$ cat src/rtl/vga_timing_gen.sv
// Raster timing generator: pixel coordinates for the text-mode GPU core, plus delayed sync/blank.
// Optional build macro VGA_TIMING_FRAME_CNT_EN adds the frame_cnt and vblank_irq outputs.
module vga_timing_gen #(
  parameter int H_ACTIVE   = 640,
  parameter int H_FP       = 16,
  parameter int H_SYNC     = 96,
  parameter int H_BP       = 48,
  parameter int V_ACTIVE   = 480,
  parameter int V_FP       = 10,
  parameter int V_SYNC     = 2,
  parameter int V_BP       = 33,
  parameter int CLK_DIV    = 2,
  parameter int SYNC_DELAY = 3,
  parameter bit HSYNC_POL  = 1'b0,
  parameter bit VSYNC_POL  = 1'b0
) (
  input  logic       clk,
  input  logic       rst_n,
  output logic [9:0] x,
  output logic [8:0] y,
  output logic       pix_en,
  output logic       active,
  output logic       hsync,
  output logic       vsync,
  output logic       blank,
  output logic       frame_start
`ifdef VGA_TIMING_FRAME_CNT_EN
  ,
  output logic [15:0] frame_cnt,
  output logic        vblank_irq
`endif
);

  localparam int H_TOTAL = H_ACTIVE + H_FP + H_SYNC + H_BP;
  localparam int V_TOTAL = V_ACTIVE + V_FP + V_SYNC + V_BP;
  localparam int DIV_W   = (CLK_DIV > 1) ? $clog2(CLK_DIV) : 1;

  localparam logic [DIV_W-1:0] DIV_LAST = DIV_W'(CLK_DIV - 1);
  localparam logic [9:0] H_LAST   = 10'(H_TOTAL - 1);
  localparam logic [9:0] H_ACT    = 10'(H_ACTIVE);
  localparam logic [9:0] H_SYNC_S = 10'(H_ACTIVE + H_FP);
  localparam logic [9:0] H_SYNC_E = 10'(H_ACTIVE + H_FP + H_SYNC);
  localparam logic [9:0] V_LAST   = 10'(V_TOTAL - 1);
  localparam logic [9:0] V_ACT    = 10'(V_ACTIVE);
  localparam logic [9:0] V_SYNC_S = 10'(V_ACTIVE + V_FP);
  localparam logic [9:0] V_SYNC_E = 10'(V_ACTIVE + V_FP + V_SYNC);
  // Raw bundle is {hsync, vsync, blank}; idle is everything deasserted.
  localparam logic [2:0] RAW_IDLE = {~HSYNC_POL, ~VSYNC_POL, 1'b1};

  logic [DIV_W-1:0] div_q, div_d;
  logic             pix_en_q, pix_en_d;
  logic [9:0]       h_q, h_d;
  logic [9:0]       v_q, v_d;
  logic [9:0]       x_q, x_d;
  logic [8:0]       y_q, y_d;
  logic             active_q, active_d;
  logic             fs_q, fs_d;
  logic [2:0]       raw_q, raw_d;
  logic             h_wrap, v_wrap, hs_on, vs_on;

  always_comb begin
    div_d    = (div_q == DIV_LAST) ? '0 : div_q + 1'b1;
    pix_en_d = (div_d == DIV_LAST);
    h_wrap   = (h_q == H_LAST);
    v_wrap   = (v_q == V_LAST);
    h_d      = h_q;
    v_d      = v_q;
    fs_d     = 1'b0;
    if (pix_en_q) begin
      h_d = h_wrap ? '0 : h_q + 1'b1;
      if (h_wrap) begin
        v_d  = v_wrap ? '0 : v_q + 1'b1;
        fs_d = v_wrap;
      end
    end
    // Decode from the next counts so region outputs move in the same clk as the counters.
    active_d = (h_d < H_ACT) && (v_d < V_ACT);
    x_d      = active_d ? h_d : '0;
    y_d      = active_d ? v_d[8:0] : '0;
    hs_on    = (h_d >= H_SYNC_S) && (h_d < H_SYNC_E);
    vs_on    = (v_d >= V_SYNC_S) && (v_d < V_SYNC_E);
    raw_d    = {hs_on ? HSYNC_POL : ~HSYNC_POL, vs_on ? VSYNC_POL : ~VSYNC_POL, ~active_d};
  end

  always_ff @(posedge clk or negedge rst_n) begin
    if (!rst_n) begin
      div_q    <= '0;
      pix_en_q <= 1'b0;
      h_q      <= '0;
      v_q      <= '0;
      x_q      <= '0;
      y_q      <= '0;
      active_q <= 1'b0;
      fs_q     <= 1'b0;
      raw_q    <= RAW_IDLE;
    end else begin
      div_q    <= div_d;
      pix_en_q <= pix_en_d;
      h_q      <= h_d;
      v_q      <= v_d;
      x_q      <= x_d;
      y_q      <= y_d;
      active_q <= active_d;
      fs_q     <= fs_d;
      raw_q    <= raw_d;
    end
  end

  // Free-running shift (not pixel-gated) so the lag matches the GPU pipeline in clks.
  generate
    if (SYNC_DELAY == 0) begin : g_nodly
      assign {hsync, vsync, blank} = raw_q;
    end else begin : g_dly
      logic [2:0] dly_q [SYNC_DELAY];
      always_ff @(posedge clk or negedge rst_n) begin
        if (!rst_n) begin
          for (int i = 0; i < SYNC_DELAY; i++) dly_q[i] <= RAW_IDLE;
        end else begin
          dly_q[0] <= raw_q;
          for (int i = 1; i < SYNC_DELAY; i++) dly_q[i] <= dly_q[i-1];
        end
      end
      assign {hsync, vsync, blank} = dly_q[SYNC_DELAY-1];
    end
  endgenerate

  assign x           = x_q;
  assign y           = y_q;
  assign pix_en      = pix_en_q;
  assign active      = active_q;
  assign frame_start = fs_q;

`ifdef VGA_TIMING_FRAME_CNT_EN
  logic [15:0] fcnt_q;
  logic        irq_q;
  logic        irq_set;

  assign irq_set = pix_en_q && h_wrap && (v_d == V_ACT);

  always_ff @(posedge clk or negedge rst_n) begin
    if (!rst_n) begin
      fcnt_q <= '0;
      irq_q  <= 1'b0;
    end else begin
      if (fs_d) fcnt_q <= fcnt_q + 1'b1;
      if (irq_set) irq_q <= 1'b1;
      else if (fs_d) irq_q <= 1'b0;
    end
  end

  assign frame_cnt  = fcnt_q;
  assign vblank_irq = irq_q;
`endif

endmodule

$ cat config.mk
export PLATFORM = sky130hd
export DESIGN_NAME = vga_timing_gen
export DESIGN_NICKNAME = d
export VERILOG_FILES = /design/src/rtl/vga_timing_gen.sv
export SDC_FILE = /design/constraint.sdc
export NUM_CORES = 1
export LEC_CHECK = 0
export BUFFER_PORTS_ARGS = -buffer_cell sky130_fd_sc_hd__buf_4
export CAP_MARGIN = 20
export CORE_AREA = 2 2 87 89
export CTS_CLUSTER_DIAMETER = 100
export DETAILED_ROUTE_END_ITERATION = 10
export DIE_AREA = 0 0 89 91
export GPL_ROUTABILITY_DRIVEN = 0
export SYNTH_ARGS = -nofsm -noshare
export SYNTH_HDL_FRONTEND = slang
export SYNTH_SLANG_ARGS = --single-unit
export TNS_END_PERCENT = 50
$ cat constraint.sdc
create_clock -name clk -period 4.33 [get_ports clk]
set_input_delay 0.866 -clock clk [delete_from_list [all_inputs] [get_ports clk]]
set_output_delay 0.866 -clock clk [all_outputs]
set_load 0.05 [all_outputs]
==> flow_metrics.tcl <==
set metrics [dict create \
    status "finished clean" \
    synthesis.nets 186 \
    grt_use_total_pct 10.7 \
    grt_overflow 0 \
    syn_area_per_cell_um2 12.2 \
    finalMaxSlewViolations 0 \
    worstPathArrival_ns 2.94 \
    synth_edf_count 0 \
    drc 0 \
    synthCells 181 \
    area_growth_pct 18.0 \
    ys_seq_elements 54 \
    cts_hold_buffers 0 \
    finalHoldViolations 0 \
    drtPass1Iterations 4 \
    ir_worst_vdd_mv 0.123 \
    finalPower_w 0.000849 \
    async_flop_share_pct 100 \
    wl_um 3930 \
    coreArea_um2 7140 \
    nNetsFinal 215 \
    io-pin-count 27 \
    drt_iter0_drc 64 \
    grt_start_max_net_pins 55 \
    ys.flop_type "dfrtp_1" \
    grt_pass1_vias 1307 \
    tightest_slew_ns 0.642 \
    crit_type "reg -> reg" \
    placed_area_um2 2500 \
    power_density_nw_per_um2 325 \
    wl_per_cell_um 12.7 \
    num_rows 31 \
    cts_made_buffers 5 \
    finalSetupTns_ns 0 \
    cts_setup_buffers 0 \
    vias 1408 \
    clock_path_buffers 2 \
    leakage_nw 1.17 \
    portBuffers 26 \
    mostFrequentLayoutCell "dfrtp_1" \
    max_slew_margin_pct 57.2 \
    final_cell_mix "dfrtp_1, buf_4, nand2_1, dfstp_2, nor2_1" \
    worstSkewPairLatency_ns 0.32 \
    die_y_um 91 \
    start_util_pct 31.0 \
    antenna_found_initial 0 \
    drv_cap 0 \
    cts_tree "done" \
    final_util_pct 36.6 \
    worstPathRequired_ns 4.50 \
    fmax_mhz 361 \
    drive_above_1_share_pct 28.0 \
    drtAntennaViolNets 0 \
    htreeDepth 2 \
    yosysSeqAreaShare_pct 61.8 \
    clockRootBuffer "clkbuf_8" \
    fin_crit_sh_pct 64.0 \
    timing.hold.ws_ns 0.359 \
    vias_per_cell 4.54 \
    numClockSinks 54 \
    period_minus_slack_ns 2.77 \
    die_area_um2 8100 \
    fin_skew_ns 0.0121 \
    worstSetupStartpointType "register" \
    final_cell_area_um2 2610 \
    num_antenna_cells 0 \
    clk_pin_slew_ns 0.09 \
    synthesis.area_um2 2210 \
    crit_path_end_kind "register" \
    dp_hpwl_um 2610 \
    grt_pass1_wl_um 6560 \
    yosysWarningCount 0 \
    hp-class "reg -> reg" \
    cts_resized 0 \
    dieWidth_um 89 \
    rsz0062_at_grt "no" \
    synthDistinctLibCells 46 \
    cp_max_fo 18 \
    setup_viol 0 \
]
## worst max-delay path, stage by stage, from the launching register on
cell      delay [ns]
dfrtp_1         0.43
or3_4           0.44
or4_4           0.59
nor4_2          0.33
o221ai_2        0.17
o211ai_4        0.55
nor2b_1         0.11
## state kept, by name, summed over array words and instances, names as in the netlist
name         count
y                9
vsync            1
frame_start      1
h_q             10
raw_q            3
x               10
v_q             10
hsync            1
pix_en           1
blank            1
active           1
g_dly.dly_q      6
## synth_stat cells, types with 2 or more instances
cell type	count	area, um^2
inv_1	10	37.5
nor3_2	3	30.0
o21ai_0	4	20.0
xor2_1	3	26.3
o31a_1	2	17.5
or3_1	5	31.3
buf_6	2	22.5
and3_1	2	12.5
xnor2_1	6	52.6
ha_1	3	37.5
or4_1	2	15.0
dfstp_2	12	315
nor2b_1	10	62.6
nor2_1	11	41.3
or2_2	2	12.5
a21oi_1	2	10.0
nand2_1	12	45.0
nor4_1	2	12.5
dfrtp_1	42	1050
nand3_1	8	40.0
nor3b_1	2	15.0
nor3_1	7	35.0
mux2_2	2	22.5
nand4_1	4	25.0
nand2b_1	2	12.5
## cell type report
class,count,area [um^2]
clock buffer,6,72.6
fill,722,4530
timing repair buffer,26,195
multi-input combinational,112,772
inverter,11,41.3
sequential,54,1370
clock inverter,2,37.5
tap,99,124
## worst paths after layout
check,start,to,slack [ns],cells past startpoint
max,h_q[5]$_DFF_PN0_,x[6]$_DFF_PN0_,1.56,6
min reg2reg,g_dly.dly_q[8]$_DFF_PN1_,g_dly.dly_q[5]$_DFF_PN1_,0.36,0
max in group asynchronous,rst_n,h_q[9]$_DFF_PN0_,3.32,1
min,g_dly.dly_q[8]$_DFF_PN1_,g_dly.dly_q[5]$_DFF_PN1_,0.36,0
max reg2reg,h_q[5]$_DFF_PN0_,x[6]$_DFF_PN0_,1.56,6
min in group asynchronous,rst_n,active$_DFF_PN0_,0.57,1
## routing by layer
layer | vias up | wire length (um) | GRT usage (%)
met4 | 0 | 87 | 5.47
met1 | 679 | 1990 | 15.1
met3 | 5 | 151 | 3.27
met2 | 33 | 1700 | 14.5
met5 | - | 0 | 0
li1 | 691 | - | -
## cell families after synthesis
kind of cell               share of synthesized area, %
and+or+nand+nor                                    21.3
DFF                                                61.8
AOI/OAI and AO/OA                                  6.90
buffers and inverters                              3.28
xor gates and xnor gates                           3.57
muxes                                              1.47
adders and majority gates                          1.70
## metrics by stage
stage	setup slack, ns	cells
CTS	1.53	310
detailed placement	1.54	302
floorplan	1.52	181
global placement	1.60	302
finish	1.56	310
global route	1.38	310
## report_power, final
group          internal, W  switching (W)
logic          0.000000581     0.00000884
clock network     0.000173       0.000162
registers         0.000504              0
Power figures use the tool's default switching activity.
